**src/rtl/div_fpu_seq.sv**
```systemverilog
// Sequential IEEE-754 single-precision divider. Restoring mantissa division, one
// quotient bit per clock, truncating rounding, denormal operands flushed to zero.
module div_fpu_seq (
  input  logic        clk,
  input  logic        rst,
  input  logic        start,
  input  logic [31:0] A,
  input  logic [31:0] B,
  output logic [31:0] Result,
  output logic        NaN_error,
  output logic        div_by_zero,
  output logic        busy,
  output logic        done
);
  typedef enum logic [1:0] {IDLE, DIV, NORM} state_t;

  state_t            state_q, state_d;
  logic [25:0]       rem_q, rem_d;
  logic [24:0]       quo_q, quo_d;
  logic [23:0]       mb_q, mb_d;
  logic [4:0]        cnt_q, cnt_d;
  logic signed [9:0] exp_q, exp_d;
  logic              sign_q, sign_d;
  logic              special_q, special_d;
  logic [31:0]       sres_q, sres_d;
  logic              snan_q, snan_d;
  logic              sdbz_q, sdbz_d;
  logic [31:0]       result_q, result_d;
  logic              nan_q, nan_d;
  logic              dbz_q, dbz_d;
  logic              done_q, done_d;

  logic [7:0] a_exp, b_exp;
  logic       a_zero, b_zero, a_inf, b_inf, a_nan, b_nan, in_sign;
  assign a_exp   = A[30:23];
  assign b_exp   = B[30:23];
  assign a_zero  = (a_exp == 8'h00);
  assign b_zero  = (b_exp == 8'h00);
  assign a_inf   = (a_exp == 8'hFF) && (A[22:0] == 23'h0);
  assign b_inf   = (b_exp == 8'hFF) && (B[22:0] == 23'h0);
  assign a_nan   = (a_exp == 8'hFF) && (A[22:0] != 23'h0);
  assign b_nan   = (b_exp == 8'hFF) && (B[22:0] != 23'h0);
  assign in_sign = A[31] ^ B[31];

  // Special-operand result, resolved at the accept edge in priority order
  logic        in_special, in_nan, in_dbz;
  logic [31:0] in_sres;
  always_comb begin
    in_special = 1'b1;
    in_sres    = 32'h0000_0000;
    in_nan     = 1'b0;
    in_dbz     = 1'b0;
    if (a_nan || b_nan || (a_zero && b_zero) || (a_inf && b_inf)) begin
      in_sres = 32'h7FC0_0000;
      in_nan  = 1'b1;
    end else if (b_zero) begin
      in_sres = {in_sign, 8'hFF, 23'h0};
      in_dbz  = 1'b1;
    end else if (a_inf) begin
      in_sres = {in_sign, 8'hFF, 23'h0};
    end else if (a_zero || b_inf) begin
      in_sres = {in_sign, 31'h0};
    end else begin
      in_special = 1'b0;
    end
  end

  // After a subtraction the remainder is below mB, so 25 bits hold it exactly
  logic        rem_ge;
  logic [24:0] rem_keep;
  assign rem_ge   = (rem_q >= {2'b00, mb_q});
  assign rem_keep = rem_ge ? (rem_q[24:0] - {1'b0, mb_q}) : rem_q[24:0];

  logic signed [9:0] exp_n;
  logic [22:0]       mant_n;
  logic [31:0]       norm_res;
  always_comb begin
    exp_n    = exp_q;
    mant_n   = quo_q[23:1];
    norm_res = 32'h0000_0000;
    if (!quo_q[24]) begin
      exp_n  = exp_q - 10'sd1;
      mant_n = quo_q[22:0];
    end
    if (exp_n >= 10'sd255)
      norm_res = {sign_q, 8'hFF, 23'h0};
    else if (exp_n <= 10'sd0)
      norm_res = {sign_q, 31'h0};
    else
      norm_res = {sign_q, exp_n[7:0], mant_n};
  end

  always_comb begin
    state_d   = state_q;
    rem_d     = rem_q;
    quo_d     = quo_q;
    mb_d      = mb_q;
    cnt_d     = cnt_q;
    exp_d     = exp_q;
    sign_d    = sign_q;
    special_d = special_q;
    sres_d    = sres_q;
    snan_d    = snan_q;
    sdbz_d    = sdbz_q;
    result_d  = result_q;
    nan_d     = nan_q;
    dbz_d     = dbz_q;
    done_d    = 1'b0;
    case (state_q)
      IDLE: begin
        if (start) begin
          sign_d    = in_sign;
          exp_d     = $signed({2'b00, a_exp}) - $signed({2'b00, b_exp}) + 10'sd127;
          rem_d     = {2'b01, A[22:0]};
          mb_d      = {1'b1, B[22:0]};
          quo_d     = 25'h0;
          cnt_d     = 5'd0;
          special_d = in_special;
          sres_d    = in_sres;
          snan_d    = in_nan;
          sdbz_d    = in_dbz;
          state_d   = in_special ? NORM : DIV;
        end
      end
      DIV: begin
        quo_d = {quo_q[23:0], rem_ge};
        rem_d = {rem_keep, 1'b0};
        cnt_d = cnt_q + 5'd1;
        if (cnt_q == 5'd24) state_d = NORM;
      end
      NORM: begin
        if (special_q) begin
          result_d = sres_q;
          nan_d    = snan_q;
          dbz_d    = sdbz_q;
        end else begin
          result_d = norm_res;
          nan_d    = 1'b0;
          dbz_d    = 1'b0;
        end
        done_d  = 1'b1;
        state_d = IDLE;
      end
      default: state_d = IDLE;
    endcase
  end

  always_ff @(posedge clk) begin
    if (rst) begin
      state_q   <= IDLE;
      rem_q     <= 26'h0;
      quo_q     <= 25'h0;
      mb_q      <= 24'h0;
      cnt_q     <= 5'd0;
      exp_q     <= 10'sd0;
      sign_q    <= 1'b0;
      special_q <= 1'b0;
      sres_q    <= 32'h0;
      snan_q    <= 1'b0;
      sdbz_q    <= 1'b0;
      result_q  <= 32'h0;
      nan_q     <= 1'b0;
      dbz_q     <= 1'b0;
      done_q    <= 1'b0;
    end else begin
      state_q   <= state_d;
      rem_q     <= rem_d;
      quo_q     <= quo_d;
      mb_q      <= mb_d;
      cnt_q     <= cnt_d;
      exp_q     <= exp_d;
      sign_q    <= sign_d;
      special_q <= special_d;
      sres_q    <= sres_d;
      snan_q    <= snan_d;
      sdbz_q    <= sdbz_d;
      result_q  <= result_d;
      nan_q     <= nan_d;
      dbz_q     <= dbz_d;
      done_q    <= done_d;
    end
  end

  assign Result      = result_q;
  assign NaN_error   = nan_q;
  assign div_by_zero = dbz_q;
  assign done        = done_q;
  assign busy        = (state_q != IDLE);
endmodule

```
**config.mk**
```make
export PLATFORM = sky130hd
export DESIGN_NAME = div_fpu_seq
export DESIGN_NICKNAME = d
export VERILOG_FILES = /design/src/rtl/div_fpu_seq.sv
export SDC_FILE = /design/constraint.sdc
export NUM_CORES = 1
export LEC_CHECK = 0
export BUFFER_PORTS_ARGS = -buffer_cell sky130_fd_sc_hd__buf_2
export CAP_MARGIN = 15
export CORE_MARGIN = 2
export CORE_UTILIZATION = 40
export DETAILED_ROUTE_END_ITERATION = 10
export MAX_ROUTING_LAYER = met4
export SYNTH_ARGS = -nofsm -noshare
export SYNTH_HDL_FRONTEND = slang
export SYNTH_SLANG_ARGS = --single-unit
```
**constraint.sdc**
```tcl
create_clock -name clk -period 3.21 [get_ports clk]
set_input_delay 0.321 -clock clk [delete_from_list [all_inputs] [get_ports clk]]
set_output_delay 0.321 -clock clk [all_outputs]
set_load 0.05 [all_outputs]
```
# Word-level counts from Yosys, hierarchy flattened

Cells that the tools add are included.

Input port bits: 67
Bits in latches: 0
Bits in read-only memories: 0
RAM bits: 0
Output and inout port bits: 36
Logic and storage cells: 83
Memories: 0
Bits in registers: 163

Divide/modulo/power cells: 0
Eq/ne operators: 7
Mux-type cells: 30
Reduce and logical (&&, ||, !) cells: 22
Magnitude comparators: 3
Multiply operators: 0
Bitwise operators: 1
Shift-type cells: 0
Add/subtract/negate cells: 5

Operators with widths:

| cell                  | count |
|---|---|
| $mux 32               | 5 |
| $mux 31               | 2 |
| $pmux 26 s2           | 1 |
| $mux 25               | 2 |
| $pmux 25 s2           | 1 |
| $logic_not 23->1      | 2 |
| $reduce_bool 23->1    | 2 |
| $ge 26x24->1          | 1 |
| $mux 26               | 1 |
| $sub 25x24->25        | 1 |
| $mux 23               | 1 |
| $eq 8x8->1 const B    | 2 |
| $logic_not 8->1       | 2 |
| $add 9x8->10 const B  | 1 |
| $ge 10x9->1 const B   | 1 |
| $le 10x1->1 const B   | 1 |
| $mux 1                | 10 |
| $mux 10               | 1 |
| $pmux 5 s2            | 1 |
| $sub 10x2->10 const B | 1 |
| $sub 8x8->9           | 1 |
| $logic_and 1x1->1     | 6 |
| $mux 2                | 3 |
| $reduce_and 2->1      | 3 |
| 11 further kinds      | 16 |

# Logic depth before layout (Yosys ltp)

Gate-level depths: netlist of the first run.

Depth after elaboration: 10
Gate-level depth with buffers: 14
Mapped depth without buffers: 12

# Worst setup path after synthesis of the first run

Ideal clock, no wire load.

Path kind: register to register
Start point: register rem_q[0]
End point: register rem_q[25]
Library setup time: 0.128 ns
Required time: 3.082 ns
Arrival time: 2.635 ns
Path buffers: 0
Clock period less this slack: 2.764 ns
Stages on the path, launching flop included: 13
Slack: 0.446 ns
Path through: dfxtp_1 inv_1 ha_1 fa_1 nor2b_1 o2111ai_1 a31oi_1 o21ai_0 o21ai_0 a21oi_1 o21ai_0 mux2i_1 o31ai_1

Longest elaborated chain between the ends: 3
Elaborated cells between the ends (all ways): 4
Classes of those cells: add/sub: 1; order compare: 1; mux: 2

RTL lines:

| element                                               | line   | RTL |
|---|---|---|
| start: declaration                                    | 18     | `logic [25:0] rem_q, rem_d;` |
| start signal: assignment                              | 167    | `rem_q <= rem_d;` |
| $sub 25x24->25 / $ge 26x24->1 (equally long branches) | 72, 71 |  |
| $mux 25 (*)                                           | 72     | `assign rem_keep = rem_ge ? (rem_q[24:0] - {1'b0, mb_q}) : rem_q[24:0];` |
| $pmux 26 s2 (*)                                       | 109    | `case (state_q)` |

Mark *: on every way between the ends. The rest lies on a longest branch, timed or not.
A chain may end at the register's enable or synchronous reset.

# Worst setup path in the final report of the first run

Start point: register exp_q[0]
End point: register result_q[16] (netlist: Result[16])

Longest elaborated chain between the ends: 6
Elaborated cells between the ends (all ways): 7
Classes of those cells: add/sub: 1; order compare: 2; mux: 4

RTL lines:

| element                  | line | RTL |
|---|---|---|
| start: declaration       | 22   | `logic signed [9:0] exp_q, exp_d;` |
| start signal: assignment | 171  | `exp_q <= exp_d;` |
| $sub 10x2->10            | 82   | `exp_n = exp_q - 10'sd1;` |
| $mux 10 (*)              | 81   | `if (!quo_q[24]) begin` |
| $le 10x1->1              | 87   | `else if (exp_n <= 10'sd0)` |
| $mux 31                  | 87   |  |
| $mux 31 (*)              | 85   | `if (exp_n >= 10'sd255)` |
| $mux 32 (*)              | 132  | `if (special_q) begin` |
| end signal: assignment   | 177  | `result_q <= result_d;` |
| end: declaration         | 28   | `logic [31:0] result_q, result_d;` |

Marked as above.

==> flow_summary.yaml, run 1 <==
status:
  outcome: "finished, final reports clean"
critical_path:
  arrival_ps: 3300
  cp-start-kind: "flop"
  cp-end-kind: "flop"
  r2r_slack_ps: 210
  cp_slowest_cell: "or4_4"
  path_buf_inv: 3
  rr_endpoint: "Result[16]"
  path_max_fanout: 11
  crit_type: "flop to flop"
  critical-path-top-delay-family: "simple AND/OR/NAND/NOR gates"
  worstPathCellList: "inv_1 > ha_1 > nand2b_1 > or4_4 > or3_1 > a211oi_2 > a41oi_1 > o41ai_2 > a21oi_1 > nand4_1 > buf_4 > clkbuf_16 > o21ai_2"
  slowest_delay_ps: 470
  crit-reg2reg-launch: "exp_q[0]"
  r2r_cells: 13
  worstPathRequired_ps: 3510
clock_tree:
  cts_sinks: 133
  clock_path_buffers: 2
  insertion_delay_ps: 420
  cts_max_level: 4
  path_clk_slew_ps: 60
  numCtsBuffers: 17
  root_buffer: "clkbuf_16"
  holdBufCountCts: 0
  tritoncts: "yes"
place:
  hpwlAfterDp_um: 13500
  io_buffers: 102
  place_ws_ps: 158
  dpl_cell_area_sq_um: 8200
  place.gp.congestion: 0.904
sta:
  worstMarginPinSlew_ps: 816
  fin_skew_ps: 10.1
  finalSetupTns_ps: 0
  fmax_mhz: 333
  setup_viol: 0
  hold_violations: 0
  relSlewSlack: 0.456
  drv_slew: 0
  fin_ws_ps: 211
  hold_ws_ps: 149
  period_minus_slack_ps: 3000
  rsz0062_at_grt: "no"
  finalCritPeriodShare: 0.934
synth:
  synth_top_area_frac: 0.355
  netlist_area_sq_um: 7500
  synth-seq-area-share: 0.355
  synth_top_area_cell: "dfxtp_1"
  syn-num-nets: 1047
  syn_inst: 942
  syn_avg_cell_area_sq_um: 7.96
  synth_edf_count: 0
  yosys_warnings: 0
  ys_top_cells_by_area: "dfxtp_1 (36%), nand2_1 (7.0%), a21oi_1 (6.5%), ha_1 (6.0%), mux2i_1 (3.7%)"
  yosys_register_bits: 133
  synth_cell_type_count: 59
  ys.flop_type: "dfxtp_1"
  synthArstFlopShare: 0
global_route:
  grt_pass1_vias: 6215
  grt_max_degree: 75
  antenna_found_initial: 0
  grt_pass1_wl_um: 31300
  overflow: 0
  grt.total_usage: 0.200
routing:
  detail-route-antenna-nets: 0
  vias: 6755
  wl_per_cell_um: 15.1
  drt_iter0_drc: 381
  routed_wl_um: 19100
  drcViolationCount: 0
  routed_via_density: 5.31
  dr.pass1.iters: 5
layout:
  layout_common_cells: "nand2_1 (139), dfxtp_1 (133), buf_2 (101)"
  drive_above_1_share: 0.189
  final_cell_area_sq_um: 8950
  finalNetCount: 1130
  n_antenna_cell: 0
  syn2layout_area_growth_pct: 19.4
  fillers: 1862
  regArea_sq_um: 2660
  layout_commonest_cell: "nand2_1"
  multi_input_area_sq_um: 4420
power:
  power_mw: 5.97
  power.density_nw_per_um2: 667
  p_leak_nw: 3.52
  ir_drop_uv: 417
die:
  dieArea_sq_um: 19900
  die_x_um: 141
  initial_core_util: 0.404
  io_pins: 103
  die_height_um: 141
  core_sq_um: 18600
  num_rows: 50
min_path:
  worstHoldPathCells: 3
  holdCritStartpoint: "B[9]"
  holdPathEnd: "mb_q[9]"
  hp-class: "input port to flop"
flow_run:
  drv_cap: 0
worst min-delay path: cells and delay by family:
kind / cells / cell delay (ps)
AO/OA/AOI/OAI: 1 / 50
AND/OR/NAND/NOR: 1 / 50
buffers and inverters: 1 / 100
cells by family (layout without fill, tap and decap cells):
family | after synthesis | count (layout) | share of synthesized area
buf+inv | 106 | 201 | 0.0589
compound gates | 248 | 248 | 0.217
flops | 133 | 133 | 0.355
xor+xnor | 39 | 39 | 0.0455
mux | 28 | 28 | 0.0374
fa+ha+maj | 38 | 38 | 0.0654
simple gates | 350 | 350 | 0.221
registers in the layout, indices dropped and copies added (netlist names):
register and cells:
mb_q 24, cnt_q 5, special_q 1, state_q 2, quo_q 25, exp_q 10, rem_q 26, NaN_error 1
done 1, div_by_zero 1, sign_q 1, sdbz_q 1, Result 32, sres_q 3
report_power, final:
| group | total, mW | leakage, nW | switching (mW) | internal, mW |
|---|---|---|---|---|
| sequential | 1.87 | 1.08 | 0.109 | 1.76 |
| clock | 2.30 | 0.329 | 0.744 | 1.56 |
| combinational | 1.80 | 2.11 | 1.05 | 0.750 |
| total | 5.97 | 3.52 | 1.90 | 4.07 |
layout make-up:
| cell class | instances | share of cell area |
|---|---|---|
| Clock buffer | 19 | 0.0495 |
| Timing Repair Buffer | 122 | 0.0787 |
| Multi-Input combinational cell | 703 | 0.494 |
| Tap cell | 234 | 0.0327 |
| Inverter | 48 | 0.0201 |
| Clock inverter | 12 | 0.0281 |
| Sequential cell | 133 | 0.297 |
metrics by stage:
| step | instances | util |
|---|---|---|
| after floorplan | 942 | - |
| after global placement | 1237 | 0.441 |
| after detailed placement | 1237 | 0.441 |
| after CTS | 1268 | 0.478 |
| after global routing | 1271 | 0.482 |
| final | 1271 | 0.482 |
synth_stat cells, drive strengths merged (3+ instances only):
master	instances
nand2	140
dfxtp	133
a21oi	97
nor2	69
inv	48
o21ai	46
nand3	38
ha	36
clkbuf	35
a211oi	29
mux2i	28
buf	23
xnor2	20
xor2	19
nor3	17
a311oi	15
nand4	14
nor4	13
or4	10
nand2b	9
o22ai	9
a21o	8
a31oi	8
or3	7
nor2b	6
or2	6
and2	5
and3	5
a211o	4
nor3b	4
a21boi	3
a221o	3
a31o	3
nand4b	3
o211ai	3
routing by layer:
metal | track usage | part of all wire | vias up
li1 | - | - | 3519
met5 | - | 0 | -
met4 | 0.0479 | 0.0068 | 0
met2 | 0.308 | 0.47 | 113
met3 | 0.0384 | 0.030 | 10
met1 | 0.272 | 0.50 | 3113
repair_timing:
action | 4_1_cts | 5_1_grt
buffers inserted | 0 | 1
gates resized for setup | 0 | 5
setup endpoints to repair | 0 | 12
worst max path at each step:
stage                   from    endpoint  depth (start not counted)
floorplan           rem_q[0]   rem_q[25]                         12
global placement    rem_q[0]   rem_q[21]                         12
detailed placement  rem_q[0]   rem_q[18]                         12
CTS                 rem_q[0]    rem_q[8]                         13
global route        rem_q[0]   rem_q[18]                         12
finish              exp_q[0]  Result[16]                         13
Note: power is estimated with default switching activity, not from simulation.
==> inputs of run 2 (changes only) <==
- PLACE_DENSITY: unset -> 0.63
==> run 2 against run 1 <==
Effect of this change: sequential power about the same; first-iteration DRC count grew 10%; non-clock buffer count fell by 5; sequential share of layout area is 0.59 points higher; critical path type unchanged; largest cell class unchanged.
==> flow_summary.yaml, run 2 (synthesized netlist as in run 1, its figures left out) <==
status:
  outcome: "finished, final reports clean"
critical_path:
  cp-end-kind: "flop"
  cp_slowest_cell: "fa_1"
  path_buf_inv: 2
  worstPathCellList: "inv_1 > ha_1 > fa_1 > nor2b_1 > o2111ai_1 > a31oi_1 > o21ai_1 > a221oi_2 > o21ai_2 > buf_12 > or3_1 > a311oi_1"
  arrival_ps: 3370
  cp-start-kind: "flop"
  critical-path-top-delay-family: "compound AO/OA/AOI/OAI gates"
  crit_type: "flop to flop"
  path_max_fanout: 31
  worstPathRequired_ps: 3530
  r2r_slack_ps: 170
  slowest_delay_ps: 380
layout:
  largest_register_ffs: 32
  fin_util: 0.472
  syn2layout_area_growth_pct: 17.0
  layout_common_cells: "nand2_1 (139), dfxtp_1 (133), buf_2 (101)"
  n_antenna_cell: 0
  finalNetCount: 1125
  layout_commonest_cell: "nand2_1"
  drive_above_1_share: 0.183
  final_cell_area_sq_um: 8780
routing:
  routed_via_density: 5.36
  drt_iter0_drc: 419
  drcViolationCount: 0
  routed_wl_um: 18800
  detail-route-antenna-nets: 0
  dr.pass1.iters: 5
  vias: 6793
  wl_per_cell_um: 14.8
sta:
  rsz0062_at_grt: "no"
  period_minus_slack_ps: 3040
  fmax_mhz: 329
  drv_slew: 0
  fin_skew_ps: 11.7
  finalCritPeriodShare: 0.948
  hold_violations: 0
  finalSetupTns_ps: 0
  fin_ws_ps: 167
  setup_viol: 0
  worstMarginPinSlew_ps: 1030
  relSlewSlack: 0.310
place:
  io_buffers: 102
  place.gp.congestion: 0.922
  hpwlAfterDp_um: 13300
  dpl_cell_area_sq_um: 8190
  place_ws_ps: 192
power:
  p_clk_frac: 0.342
  p_int_mw: 3.67
  switchingPower_mw: 1.91
  power_mw: 5.58
  ir_drop_uv: 415
  p_leak_nw: 3.43
  combinationalPowerShare: 0.323
  power_frac_seq: 0.335
  sw_frac_of_total: 0.343
  power.density_nw_per_um2: 636
die:
  core_sq_um: 18600
  dieArea_sq_um: 19900
  initial_core_util: 0.404
  io_pins: 103
  die_height_um: 141
  die_x_um: 141
  num_rows: 50
clock_tree:
  cts_max_level: 4
  tritoncts: "yes"
  cts_resized: 0
  clock_path_buffers: 2
  numCtsBuffers: 17
  holdBufCountCts: 0
  postCtsSetupRepairBufs: 0
  insertion_delay_ps: 420
  cts_sinks: 133
  root_buffer: "clkbuf_16"
  path_clk_slew_ps: 70
global_route:
  overflow: 0
  grt_max_degree: 75
  grt_pass1_wl_um: 31400
  grt_pass1_vias: 6225
  grt.total_usage: 0.200
  antenna_found_initial: 0
flow_run:
  drv_cap: 0
min_path:
  hp-class: "input port to flop"
[run 2: changes by cell type in the layout (fill, tap and decap cells not counted), moves of 2 or more]
cell / before / now
bufinv_16: 7 / 2
clkinv_2: 0 / 3
clkinvlp_4: 2 / 4
buf_4: 17 / 14
[run 2: final cells by class]
cell class	count	area (sq um)
clock inverter	12	131
clock buffer	20	447
tap	234	293
inverter	48	180
sequential	133	2660
fill	1893	9800
multi-input combinational	703	4410
timing repair buffer	117	651
[run 2: final timing paths]
check | start | endpoint | depth (start not counted)
worst max-delay path | rem_q[0] | rem_q[13] | 12
worst min-delay path | B[7] | mb_q[7] | 3
worst max register to register | rem_q[0] | rem_q[13] | 12
worst min register to register | Result[0] | Result[0] | 2
[run 2: worst min-delay path, cell delays in order]
cell and delay, ps:
buf_2 110, nand2_1 50, a21oi_1 50
[run 2: through the flow]
step / hold slack, ps / cells
2_1_floorplan: 414 / 942
3_3_place_gp: 432 / 1235
3_5_place_dp: 437 / 1235
4_1_cts: 129 / 1267
5_1_grt: 140 / 1267
6_report: 141 / 1267
[run 2: per-layer routing]
metal / routed length (um) / GRT usage / part of all wire / vias up
met4: 251 / 0.0616 / 0.013 / 0
met3: 740 / 0.0326 / 0.039 / 18
met5: 0 / - / 0 / -
met2: 8510 / 0.304 / 0.45 / 153
li1: - / - / - / 3512
met1: 9290 / 0.272 / 0.49 / 3110
[run 2: power by group through the flow]
stage / registers (mW) / clock network [mW] / logic [mW]
floorplan: 1.88 / 0 / 1.36
detailed placement: 1.91 / 0 / 1.78
CTS: 1.87 / 1.94 / 1.79
global route: 1.89 / 2.01 / 2.03
finish: 1.87 / 1.91 / 1.80
global placement: 1.90 / 0 / 1.77
==> inputs of run 3 (changes only) <==
--- a/config.mk
+++ b/config.mk
@@ -11,4 +11,5 @@
 export CORE_UTILIZATION = 40
 export DETAILED_ROUTE_END_ITERATION = 10
+export GPL_TIMING_DRIVEN = 1
 export MAX_ROUTING_LAYER = met4
 export PLACE_DENSITY = 0.63
==> constraint.sdc (replaced) <==
create_clock -name clk -period 3.21 [get_ports clk]
set_input_delay 0 -clock clk [delete_from_list [all_inputs] [get_ports clk]]
set_output_delay 0 -clock clk [all_outputs]
set_load 0.05 [all_outputs]
==> run 3 against run 2 <==
Effect of this change: hold slack lost 120 ps; combinational power rose by 3%; clock power barely moved; cell area up 4.8%; sequential cell count unchanged; clock skew is 1.6 ps lower; critical path type unchanged; highest routed layer unchanged.
==> flow_summary.yaml, run 3 (synthesized netlist as in run 1, its figures left out) <==
routing:
  route.met2.wl_um: 8820
  routed_via_density: 5.33
  wl_per_cell_um: 14.7
  vias: 6975
  routed.top_layer: "met4"
  drcViolationCount: 0
  detail-route-antenna-nets: 0
  drt_iter0_drc: 328
  routed_wl_um: 19300
  dr.pass1.iters: 9
  wl_met3_um: 743
  wl_met1_um: 9430
die:
  initial_core_util: 0.404
  die_x_um: 141
  dieArea_sq_um: 19900
  core_sq_um: 18600
  io_pins: 103
  die_height_um: 141
  num_rows: 50
sta:
  rsz0062_at_grt: "no"
  worstMarginPinSlew_ps: 1020
  relSlewSlack: 0.317
  fin_skew_ps: 10.1
  finalCritPeriodShare: 0.951
  hold_violations: 0
  fin_ws_ps: 157
  setup_viol: 0
  fmax_mhz: 328
  finalSetupTns_ps: 0
  period_minus_slack_ps: 3050
  hold_ws_ps: 22.5
  drv_slew: 0
global_route:
  grt_pass1_wl_um: 32100
  overflow: 0
  grt_pass1_vias: 6452
  grt_max_degree: 75
  grt.total_usage: 0.204
  antenna_found_initial: 0
place:
  place_ws_ps: 192
  io_buffers: 102
  hpwlAfterDp_um: 13300
  place.gp.congestion: 0.922
clock_tree:
  cts_max_level: 4
  postCtsSetupRepairBufs: 0
  tritoncts: "yes"
  clock_path_buffers: 2
  path_clk_slew_ps: 60
  numCtsBuffers: 17
  root_buffer: "clkbuf_16"
  insertion_delay_ps: 430
  cts_sinks: 133
critical_path:
  cp-start-kind: "flop"
  path_max_fanout: 31
  arrival_ps: 3380
  rr_endpoint: "rem_q[13]"
  crit_path_start: "rem_q[0]"
  r2r_slack_ps: 160
  cp-end-kind: "flop"
  critPathCapture: "rem_q[13]"
  crit_type: "flop to flop"
  worstPathRequired_ps: 3530
  r2r_cells: 12
  crit-reg2reg-launch: "rem_q[0]"
layout:
  fillers: 1844
  layout_commonest_cell: "nand2_1"
  fin_util: 0.495
  syn2layout_area_growth_pct: 22.6
  drive_above_1_share: 0.176
  largest_register_ffs: 32
  finalNetCount: 1167
  n_antenna_cell: 0
  layout_common_cells: "nand2_1 (139), dfxtp_1 (133), buf_2 (101)"
status:
  outcome: "finished, final reports clean"
power:
  ir_drop_uv: 420
  p_leak_nw: 3.61
  power_mw: 5.63
  power.density_nw_per_um2: 612
min_path:
  hp-class: "input port to flop"
flow_run:
  drv_cap: 0
[run 3: cell count changes in the layout (fill, tap and decap cells not counted)]
cell,delta
dlygate4sd3_1,+42
[run 3: critical path, stage by stage (launching register included)]
cell and delay [ps]:
dfxtp_1 350, inv_1 50, ha_1 220, fa_1 380, nor2b_1 210, o2111ai_1 170
a31oi_1 250, o21ai_1 140, a221oi_2 300, o21ai_2 110, buf_12 170, or3_1 350
a311oi_1 260
[run 3: worst min path at each step]
| stage | from | to | slack (ps) | depth (start not counted) |
|---|---|---|---|---|
| floorplan | rst | done | 90 | 1 |
| global placement | B[12] | mb_q[12] | 260 | 3 |
| detailed placement | B[12] | mb_q[12] | 260 | 3 |
| CTS | A[15] | rem_q[15] | 2 | 3 |
| global route | A[15] | rem_q[15] | 40 | 3 |
| finish | A[22] | rem_q[22] | 20 | 4 |
[run 3: metal layers]
layer | vias up | track usage
met5 | - | -
met3 | 23 | 0.0346
li1 | 3595 | -
met2 | 152 | 0.316
met4 | 0 | 0.0658
met1 | 3205 | 0.273
[run 3: stage by stage]
step | area [sq um] | cells
5_1_grt | 9200 | 1309
4_1_cts | 9190 | 1309
6_report | 9200 | 1309
3_5_place_dp | 8190 | 1235
2_1_floorplan | 7500 | 942
3_3_place_gp | 8190 | 1235
[run 3: area by class of cell]
cell class                 instances  area [sq um]  share of cell area
inverter                          48           180              0.0196
timing repair buffer             159          1070               0.116
multi-input combinational        703          4410               0.480
clock buffer                      20           447              0.0486
clock inverter                    12           131              0.0143
sequential                       133          2660               0.289
tap                              234           293              0.0318
[run 3: report_power, final]
group	switching [mW]	internal, mW	total, mW
Combinational	1.07	0.779	1.85
Clock	0.747	1.16	1.91
Sequential	0.109	1.76	1.87
Total	1.92	3.70	5.63
[run 3: timing repair]
item,CTS,global route
endpoints found under the setup margin,0,9
hold endpoints to repair,41,0
resized for setup,0,3
hold buffers,42,0
